**src/rtl/usb_pkg.sv**
```systemverilog
// Shared encodings for the USB-style serial transmitter:
// framing states, line driver modes, SYNC pattern, J/K/SE0 levels and EOP lengths.
package usb_pkg;

    typedef enum logic [2:0] {
        ST_IDLE,
        ST_SYNC,
        ST_DATA,
        ST_EOP_SE0,
        ST_EOP_J
    } tx_state_e;

    typedef enum logic [1:0] {
        MODE_IDLE,
        MODE_BIT,
        MODE_SE0,
        MODE_J
    } line_mode_e;

    // SYNC is sent LSB first: seven 0s then a 1
    localparam logic [7:0] SYNC_PATTERN = 8'h80;

    // Line levels as {dp, dn}
    localparam logic [1:0] LVL_J   = 2'b10;
    localparam logic [1:0] LVL_K   = 2'b01;
    localparam logic [1:0] LVL_SE0 = 2'b00;

    localparam int unsigned EOP_SE0_LEN = 2;
    localparam int unsigned EOP_J_LEN   = 1;

endpackage

```
**src/rtl/usb_bit_stuff_nrzi.sv**
```systemverilog
// Bit stuffing counter, NRZI line level and registered line drivers.
// Every state change happens only on bit strobes; the line holds otherwise.
module usb_bit_stuff_nrzi
    import usb_pkg::*;
#(
    parameter int unsigned STUFF_LEN = 6
) (
    input  logic       clk,
    input  logic       rst,
    input  logic       bit_en,
    input  logic [1:0] mode,
    input  logic       raw_bit,
    output logic       stuff_c,
    output logic       owe_c,
    output logic       usb_dp,
    output logic       usb_dn,
    output logic       usb_oe
);

    localparam int unsigned CNT_W = $clog2(STUFF_LEN + 1);

    logic [CNT_W-1:0] ones_q, ones_d;
    logic             level_q, level_d;
    logic [1:0]       line_q, line_d;
    logic             oe_q, oe_d;

    // This slot carries a stuffed 0 instead of a data bit
    assign stuff_c = (ones_q == CNT_W'(STUFF_LEN));
    // The current data 1 completes a run, so the next slot will be a stuff bit
    assign owe_c   = raw_bit && (ones_q == CNT_W'(STUFF_LEN - 1));

    always_comb begin
        ones_d  = ones_q;
        level_d = level_q;
        line_d  = line_q;
        oe_d    = oe_q;
        if (bit_en) begin
            case (mode)
                MODE_BIT: begin
                    if (stuff_c || !raw_bit) begin
                        level_d = ~level_q;
                        ones_d  = '0;
                    end else begin
                        ones_d  = ones_q + CNT_W'(1);
                    end
                    line_d = level_d ? LVL_J : LVL_K;
                    oe_d   = 1'b1;
                end
                MODE_SE0: begin
                    ones_d  = '0;
                    level_d = 1'b1;
                    line_d  = LVL_SE0;
                    oe_d    = 1'b1;
                end
                MODE_J: begin
                    ones_d  = '0;
                    level_d = 1'b1;
                    line_d  = LVL_J;
                    oe_d    = 1'b1;
                end
                default: begin
                    ones_d  = '0;
                    level_d = 1'b1;
                    line_d  = LVL_J;
                    oe_d    = 1'b0;
                end
            endcase
        end
    end

    always_ff @(posedge clk or posedge rst) begin
        if (rst) begin
            ones_q  <= '0;
            level_q <= 1'b1;
            line_q  <= LVL_J;
            oe_q    <= 1'b0;
        end else begin
            ones_q  <= ones_d;
            level_q <= level_d;
            line_q  <= line_d;
            oe_q    <= oe_d;
        end
    end

    assign usb_dp = line_q[1];
    assign usb_dn = line_q[0];
    assign usb_oe = oe_q;

endmodule

```
**src/rtl/link_serial_t.sv**
```systemverilog
// Packet serializer: one-byte holding register, byte shifter and framing FSM
// (SYNC, stuffed NRZI data, EOP) driving a USB-style differential line.
module link_serial_t
    import usb_pkg::*;
#(
    parameter int unsigned STUFF_LEN = 6
) (
    input  logic       clk,
    input  logic       rst,
    input  logic       tx_bit_en,
    input  logic       tx_to_sop,
    input  logic       tx_to_eop,
    input  logic       tx_to_valid,
    output logic       tx_to_ready,
    input  logic [7:0] tx_to_data,
    output logic       usb_dp,
    output logic       usb_dn,
    output logic       usb_oe,
    output logic       tx_err
);

    tx_state_e  state_q, state_d;
    logic [7:0] shift_q, shift_d;
    logic [3:0] bit_cnt_q, bit_cnt_d;
    logic [1:0] eop_cnt_q, eop_cnt_d;
    logic       cur_eop_q, cur_eop_d;
    logic [7:0] hold_data_q, hold_data_d;
    logic       hold_sop_q, hold_sop_d;
    logic       hold_eop_q, hold_eop_d;
    logic       tx_to_ready_q, tx_to_ready_d;
    logic       tx_err_q, tx_err_d;

    line_mode_e mode;
    logic       accept;
    logic       consume;
    logic       byte_done;
    logic       stuff_c;
    logic       owe_c;

    assign accept = tx_to_valid && tx_to_ready_q;

    always_comb begin
        state_d       = state_q;
        shift_d       = shift_q;
        bit_cnt_d     = bit_cnt_q;
        eop_cnt_d     = eop_cnt_q;
        cur_eop_d     = cur_eop_q;
        hold_data_d   = hold_data_q;
        hold_sop_d    = hold_sop_q;
        hold_eop_d    = hold_eop_q;
        tx_to_ready_d = tx_to_ready_q;
        tx_err_d      = 1'b0;
        mode          = MODE_IDLE;
        consume       = 1'b0;
        byte_done     = 1'b0;

        case (state_q)
            ST_IDLE: begin
                // The sop byte stays held until SYNC finishes; a non-sop byte is dropped
                if (tx_bit_en && !tx_to_ready_q) begin
                    if (hold_sop_q) begin
                        state_d   = ST_SYNC;
                        shift_d   = SYNC_PATTERN;
                        bit_cnt_d = 4'd0;
                        cur_eop_d = 1'b0;
                    end else begin
                        consume  = 1'b1;
                        tx_err_d = 1'b1;
                    end
                end
            end
            ST_SYNC, ST_DATA: begin
                mode = MODE_BIT;
                if (tx_bit_en) begin
                    if (stuff_c) begin
                        byte_done = (bit_cnt_q == 4'd8);
                    end else begin
                        shift_d = {1'b0, shift_q[7:1]};
                        if (bit_cnt_q == 4'd7) begin
                            if (owe_c) bit_cnt_d = 4'd8;
                            else       byte_done = 1'b1;
                        end else begin
                            bit_cnt_d = bit_cnt_q + 4'd1;
                        end
                    end
                    // Next byte is loaded on the very slot the current one ends
                    if (byte_done) begin
                        bit_cnt_d = 4'd0;
                        eop_cnt_d = 2'd0;
                        if (state_q == ST_DATA && cur_eop_q) begin
                            state_d = ST_EOP_SE0;
                        end else if (!tx_to_ready_q) begin
                            state_d   = ST_DATA;
                            shift_d   = hold_data_q;
                            cur_eop_d = hold_eop_q;
                            consume   = 1'b1;
                        end else begin
                            state_d  = ST_EOP_SE0;
                            tx_err_d = 1'b1;
                        end
                    end
                end
            end
            ST_EOP_SE0: begin
                mode = MODE_SE0;
                if (tx_bit_en) begin
                    if (eop_cnt_q == 2'(EOP_SE0_LEN - 1)) begin
                        state_d   = ST_EOP_J;
                        eop_cnt_d = 2'd0;
                    end else begin
                        eop_cnt_d = eop_cnt_q + 2'd1;
                    end
                end
            end
            ST_EOP_J: begin
                mode = MODE_J;
                if (tx_bit_en) begin
                    if (eop_cnt_q == 2'(EOP_J_LEN - 1)) begin
                        state_d   = ST_IDLE;
                        eop_cnt_d = 2'd0;
                    end else begin
                        eop_cnt_d = eop_cnt_q + 2'd1;
                    end
                end
            end
            default: state_d = ST_IDLE;
        endcase

        if (consume) begin
            tx_to_ready_d = 1'b1;
        end else if (accept) begin
            tx_to_ready_d = 1'b0;
            hold_data_d   = tx_to_data;
            hold_sop_d    = tx_to_sop;
            hold_eop_d    = tx_to_eop;
        end
    end

    always_ff @(posedge clk or posedge rst) begin
        if (rst) begin
            state_q       <= ST_IDLE;
            shift_q       <= 8'd0;
            bit_cnt_q     <= 4'd0;
            eop_cnt_q     <= 2'd0;
            cur_eop_q     <= 1'b0;
            hold_data_q   <= 8'd0;
            hold_sop_q    <= 1'b0;
            hold_eop_q    <= 1'b0;
            tx_to_ready_q <= 1'b1;
            tx_err_q      <= 1'b0;
        end else begin
            state_q       <= state_d;
            shift_q       <= shift_d;
            bit_cnt_q     <= bit_cnt_d;
            eop_cnt_q     <= eop_cnt_d;
            cur_eop_q     <= cur_eop_d;
            hold_data_q   <= hold_data_d;
            hold_sop_q    <= hold_sop_d;
            hold_eop_q    <= hold_eop_d;
            tx_to_ready_q <= tx_to_ready_d;
            tx_err_q      <= tx_err_d;
        end
    end

    usb_bit_stuff_nrzi #(
        .STUFF_LEN (STUFF_LEN)
    ) u_line (
        .clk     (clk),
        .rst     (rst),
        .bit_en  (tx_bit_en),
        .mode    (mode),
        .raw_bit (shift_q[0]),
        .stuff_c (stuff_c),
        .owe_c   (owe_c),
        .usb_dp  (usb_dp),
        .usb_dn  (usb_dn),
        .usb_oe  (usb_oe)
    );

    assign tx_to_ready = tx_to_ready_q;
    assign tx_err      = tx_err_q;

endmodule

```
**config.mk**
```make
export PLATFORM = sky130hd
export DESIGN_NAME = link_serial_t
export DESIGN_NICKNAME = d
export VERILOG_FILES = /design/src/rtl/usb_pkg.sv /design/src/rtl/usb_bit_stuff_nrzi.sv /design/src/rtl/link_serial_t.sv
export SDC_FILE = /design/constraint.sdc
export NUM_CORES = 1
export LEC_CHECK = 0
export CELL_PAD_IN_SITES_DETAIL_PLACEMENT = 1
export CELL_PAD_IN_SITES_GLOBAL_PLACEMENT = 1
export CORE_MARGIN = 2
export CORE_UTILIZATION = 45
export CTS_CLUSTER_DIAMETER = 80
export CTS_CLUSTER_SIZE = 25
export DETAILED_ROUTE_END_ITERATION = 16
export GPL_TIMING_DRIVEN = 0
export PLACE_DENSITY = 0.77
export SLEW_MARGIN = 40
export SYNTH_ARGS = -nofsm -noshare
export SYNTH_HDL_FRONTEND = slang
export SYNTH_SLANG_ARGS = --single-unit
```
**constraint.sdc**
```tcl
create_clock -name clk -period 4.6 [get_ports clk]
set_input_delay 0.46 -clock clk [delete_from_list [all_inputs] [get_ports clk]]
set_output_delay 0.46 -clock clk [all_outputs]
set_load 0.01 [all_outputs]
```
# Yosys cells after proc, flatten, opt, wreduce, memory -nomap -nowiden
# Cells that the tools add are included.
[classes]
reduce_logical = 20
n_eq_ne = 24
bitwise = 2
add_sub_neg = 3
n_mux = 70
[ops]
columns = ["cell", "count"]
rows = [
  ["8-bit two-way mux", 7],
  ["1-bit two-way mux", 30],
  ["3-bit two-way mux", 10],
  ["4-bit two-way mux", 7],
  ["2-bit != test (second input constant)", 10],
  ["8-bit case mux with 2 select lines", 1],
  ["2-bit two-way mux", 7],
  ["2-bit case mux with 3 select lines", 2],
  ["3-bit case mux with 4 select lines", 1],
  ["3-bit == test (second input constant)", 3],
  ["4-bit case mux with 2 select lines", 1],
  ["8-bit AND reduction", 1],
  ["7-bit AND reduction", 1],
  ["3-bit by 2-bit == test with 1-bit output (second input constant)", 2],
  ["1-bit case mux with 2 select lines", 3],
  ["6-bit AND reduction", 1],
  ["5-bit AND reduction", 1],
  ["4-bit by 1-bit adder with 4-bit output (second input constant)", 1],
  ["2-bit by 1-bit == test with 1-bit output (second input constant)", 2],
  ["2-bit == test (second input constant)", 2],
  ["4-bit by 3-bit == test with 1-bit output (second input constant)", 1],
  ["4-bit == test (second input constant)", 1],
  ["1-bit logical AND", 4],
  ["4-bit != test (second input constant)", 1],
  ["other kinds (16)", 19],
]
[word_totals]
output_inout_bits = 5
inputBits = 14
register_bits = 37
wordCells = 133

# Depth between registers and ports, before layout
[depth]
depth_word = 12
depth_mapped = 9
depth_no_buf = 7

# Cells and area by module
# A second synthesis with hierarchy kept.
[hier_totals]
hier_cells = 227
area_unflattened_um2 = 2288.4
[modules_own_cells]
columns = ["mod", "area_per_inst_um2", "n_inst", "seq_area_each_um2", "cells_each"]
rows = [
  ["link_serial_t", 1826.8, 1, 752.0, 179],
  ["usb_bit_stuff_nrzi", 461.7, 1, 177.7, 48],
]

# Least setup slack after synthesis
# OpenSTA, ideal clock, no wires.
[synth_path]
kind = "reg2reg"
start = "reg u_line.ones_q[0]"
end = "reg cur_eop_q"
setup_time_ns = 0.074
slack_ns = 2.753
arrival_time_ns = 1.773
n_path_buf = 1
t_required_ns = 4.526
stages_incl_launch_ff = 9
synth_period_minus_slack_ns = 1.847
path_cell_list = "dfrtp_1 -> inv_1 -> ha_1 -> buf_2 -> nand2_1 -> o211ai_1 -> o211ai_2 -> or3_4 -> o21ai_2"
[synth_between]
elab_chain_len = 9
word_cells_on_any_way = 10
classes_between = "eq/ne (3); mux (5); reduce/logical (2)"
[synth_lines]
columns = ["item", "line", "rtl"]
rows = [
  ["from (decl)", "usb_bit_stuff_nrzi.sv:22", "logic [CNT_W-1:0] ones_q, ones_d;"],
  ["from (signal assigned)", "usb_bit_stuff_nrzi.sv:78", "ones_q <= ones_d;"],
  ["3-bit == test", "usb_bit_stuff_nrzi.sv:30", "assign owe_c = raw_bit && (ones_q == CNT_W'(STUFF_LEN - 1));"],
  ["1-bit logical AND", "usb_bit_stuff_nrzi.sv:30", ""],
  ["1-bit two-way mux", "link_serial_t.sv:80", "if (owe_c) bit_cnt_d = 4'd8;"],
  ["1-bit two-way mux", "link_serial_t.sv:79", "if (bit_cnt_q == 4'd7) begin"],
  ["1-bit two-way mux *", "link_serial_t.sv:75", "if (stuff_c) begin"],
  ["1-bit two-way mux *", "link_serial_t.sv:74", "if (tx_bit_en) begin"],
  ["1-bit two-way mux *", "link_serial_t.sv:57", "case (state_q)"],
  ["2-bit != test (no source line) *", "-", ""],
  ["7-bit AND reduction (no source line) *", "-", ""],
  ["to (signal assigned)", "link_serial_t.sv:156", "cur_eop_q <= cur_eop_d;"],
  ["to (decl)", "link_serial_t.sv:26", "logic cur_eop_q, cur_eop_d;"],
]
# Every way passes the cells marked *; elsewhere a longest branch is shown, timed or not. The select of a mux whose other input is x is not followed.
# A chain may end at the register's enable or synchronous reset.

# Worst setup path in the final report
[layout_path]
start = "reg u_line.ones_q[0]"
end = "reg shift_q[0]"
[layout_between]
elab_chain_len = 10
word_cells_on_any_way = 14
classes_between = "eq/ne (2); mux (11); reduce/logical (1)"
[layout_lines]
columns = ["item", "line", "rtl"]
rows = [
  ["3-bit == test", "usb_bit_stuff_nrzi.sv:30", ""],
  ["1-bit logical AND", "usb_bit_stuff_nrzi.sv:30", ""],
  ["1-bit two-way mux", "link_serial_t.sv:80", ""],
  ["1-bit two-way mux", "link_serial_t.sv:79", ""],
  ["1-bit two-way mux", "link_serial_t.sv:75", ""],
  ["1-bit two-way mux", "link_serial_t.sv:74", ""],
  ["1-bit two-way mux", "link_serial_t.sv:57", ""],
  ["8-bit two-way mux *", "link_serial_t.sv:87", "if (byte_done) begin"],
  ["8-bit two-way mux *", "link_serial_t.sv:74", ""],
  ["8-bit case mux with 2 select lines *", "link_serial_t.sv:57", ""],
  ["to (signal assigned)", "link_serial_t.sv:153", "shift_q <= shift_d;"],
  ["to (decl)", "link_serial_t.sv:23", "logic [7:0] shift_q, shift_d;"],
]
# Marked as above.

==> summary.md <==
| Metric | Value |
|---|---|
| Status | `finished clean` |
| Worst EP required | `4.78 ns` |
| RSZ-0062 raised after global routing | `no` |
| Gpl congestion | `0.847` |
| CTS tree | `done` |
| PortBufs | `18` |
| Post-CTS Hold Fix Bufs | `0` |
| Clk root buf | `clkbuf_8` |
| # setup viols final | `0` |
| Initial antenna violation count | `0` |
| Most common flop cell mapped by yosys | `dfrtp_1` |
| Worst setup margin | `2.20 ns` |
| Antenna Nets Post-Route | `0` |
| PwrDens | `589 nW/um2` |
| Syn Area/Cell | `9.60 um2` |
| Vias per Instance | `5.91` |
| Flops & latches, synth | `37` |
| Critical path peak fanout | `10` |
| Period Utilization, post-route | `52.2%` |
| Crit end category | `flip-flop` |
| Avg WL per Cell | `18.6 um` |
| Clock Skew | `0.00570 ns` |
| Reg2reg start | `u_line.ones_q[0]$_DFFE_PP0P_` |
| Post-Synthesis Cells | `216` |
| Leak pwr | `1.03 nW` |
| Worst hold path type | `in2async` |
| Gr ovfl total | `0` |
| Io pins | `19` |
| Worst VDD drop | `0.000268 V` |
| Share of cells above drive strength 1 | `17.3%` |
| Min cycle time layout | `2.40 ns` |
| Antenna diodes | `0` |
| H-tree depth | `2` |
| Mapped Area | `2070 um2` |
| WP data arrival | `2.58 ns` |
| Floorplan die width | `71.9 um` |
| Clock Path Buffers | `2` |
| Core Region | `4380 um2` |
| First-pass iteration count of the detailed router | `6` |
| Height of the die | `71.9 um` |
| CTS Sinks | `37` |
| Drt first-iter violations | `80` |
| Synth-to-Final Area Change | `17.3%` |
| Final Max Tran Viols | `0` |
| Vias | `1,742` |
| Clk slew on worst S/H paths | `0.08 ns` |
| Final #Nets | `264` |
| Total track usage | `24.0%` |
| Vias in the first global route | `1,974` |
| Maximum clock frequency | `416 MHz` |
| Ys Warns | `0` |
| RR Endpoint | `shift_q[0]$_DFFE_PP0P_` |
| Final Hold Fails | `0` |
| DRC | `0` |
| Starting Density | `47.3%` |
| Async SR Flop Fraction | `100%` |
| Post-synth EDFFs | `0` |
| Crit start category | `flip-flop` |
| Maxcap violations | `0` |
| Distinct cells, synth | `49` |
| R2R setup slack | `2.20 ns` |
| Post-DP HPWL | `4040 um` |
| Worst slew pin tran | `0.643 ns` |
| Post-synthesis sequential area ratio | `44.8%` |
| Rows | `24` |
| Reg2reg path depth | `9` |
| Largest net degree at the start of global routing | `24` |
| Worst skew pair latency | `0.29 ns` |
| Inserted Clock Buffers | `5` |
| Sum Neg Setup Slack | `0 ns` |
| Postcts setup bufs | `0` |
| Pre-CTS setup slack | `2.00 ns` |
| WL final | `5500 um` |
| Post-cts sizing count | `0` |
| Syn nets | `238` |
| Die footprint | `5170 um2` |
| Setup CP Type | `reg2reg` |
| Headroom to the max-slew limit | `56.9%` |
| First-pass GRT wire length | `9420 um` |
==> cell usage in the layout, fill, tap and decap left out, drive strengths merged, types with 2 or more instances in the layout <==
cell           synthesis  layout
dfrtp                 34      34
nand2                 24      24
o21ai                 20      20
nand3                 19      19
clkdlybuf4s50          0      18
inv                   15      15
nor2                  13      13
mux2                  11      11
clkbuf                 4       9
ha                     8       8
a21oi                  8       8
buf                    6       7
or2                    6       6
a32o                   5       5
or3                    4       4
a31oi                  3       3
dfstp                  3       3
o211ai                 3       3
nor3                   3       3
nand3b                 2       2
xor2                   2       2
a31o                   2       2
or3b                   2       2
clkinv                 0       2
a32oi                  2       2
nor4b                  2       2
==> layer usage <==
layer  routed length, um  GRT usage, %
met1                2310          27.4
met2                2990          45.2
met3                 110          4.58
met4                  89          6.92
met5                   0             0
==> where the power goes <==
part           switching [mW]  total (mW)  leakage (nW)  internal [mW]
sequential             0.0933       0.556         0.467          0.463
combinational           0.369       0.649         0.524          0.280
clock                   0.125       0.229        0.0439          0.105
==> how the worst max path moves through the flow <==
stage                                       startpoint                       end  slack, ns  cells after the start
after floorplan           u_line.ones_q[0]$_DFFE_PP0P_     cur_eop_q$_DFFE_PP0P_       2.75                      8
after global placement                       tx_bit_en  bit_cnt_q[0]$_DFFE_PP0P_       2.02                      7
after detailed placement                     tx_bit_en  bit_cnt_q[0]$_DFFE_PP0P_       2.00                      7
after CTS                 u_line.ones_q[0]$_DFFE_PP0P_    shift_q[0]$_DFFE_PP0P_       2.22                      9
after global routing      u_line.ones_q[0]$_DFFE_PP0P_    shift_q[0]$_DFFE_PP0P_       2.05                      9
final                     u_line.ones_q[0]$_DFFE_PP0P_    shift_q[0]$_DFFE_PP0P_       2.20                      9
==> metrics by stage <==
step                      instance area (um2)  std cells  utilization [%]  hold slack (ns)  power, mW
after floorplan                          2070        216                -            0.459      0.995
after global routing                     2430        295             55.5            0.465       1.55
final                                    2430        295             55.5            0.461       1.43
after detailed placement                 2350        287             53.5            0.488       1.21
after CTS                                2430        295             55.5            0.464       1.44
after global placement                   2320        286             52.9            0.481       1.15
==> state kept, by name, summed over array words and instances, names as in the netlist, 2 cells and up <==
name and cells:
hold_data_q 8, u_line.ones_q 3, eop_cnt_q 2, state_q 3, shift_q 8, bit_cnt_q 4, u_line.line_q 2
==> final cells by class <==
cell class,instances,area [um2]
fill,516,1950
multi-input combinational,154,1040
sequential,37,930
timing repair buffer,19,208
clock buffer,5,68.8
tap,52,65.1
inverter,15,56.3
buffer,10,51.3
clock inverter,3,17.5
==> critical path: stages (launching register included) <==
cell and delay, ns:
dfrtp_1 0.42, inv_1 0.08, ha_1 0.21, buf_2 0.19, nand2_1 0.19, nor2_1 0.09, o21ai_1 0.39, buf_2 0.32
nand3_1 0.13, a32o_1 0.28
==> cell usage after synthesis (all sizes together) (2+ instances only) <==
library cell  number  area share [%]
nor4b              2             1.1
a31o               2            0.84
clkbuf             4            0.72
a31oi              3            0.90
nand3b             2            0.72
ha                 8             4.8
dfrtp             34              41
or3                4             1.4
or2                6             1.8
a32o               5             2.4
dfstp              3             3.8
nor2              13             2.4
or3b               2            0.84
o21ai             20             5.2
o211ai             3             1.3
a21oi              8             2.1
nand3             19             4.6
buf                6             1.7
a32oi              2             1.2
nor3               3            0.97
mux2              11             6.0
inv               15             2.7
nand2             24             4.3
xor2               2            0.84
==> cells by family after synthesis <==
logic type,Yosys count,share of synthesized area [%]
mux,12,6.45
fa+ha+maj,8,4.83
buf+inv,25,5.19
compound gates,51,17.4
simple gates,80,20.0
flops,37,44.8
xor+xnor,3,1.27
Note: power is estimated with default switching activity, not from simulation.
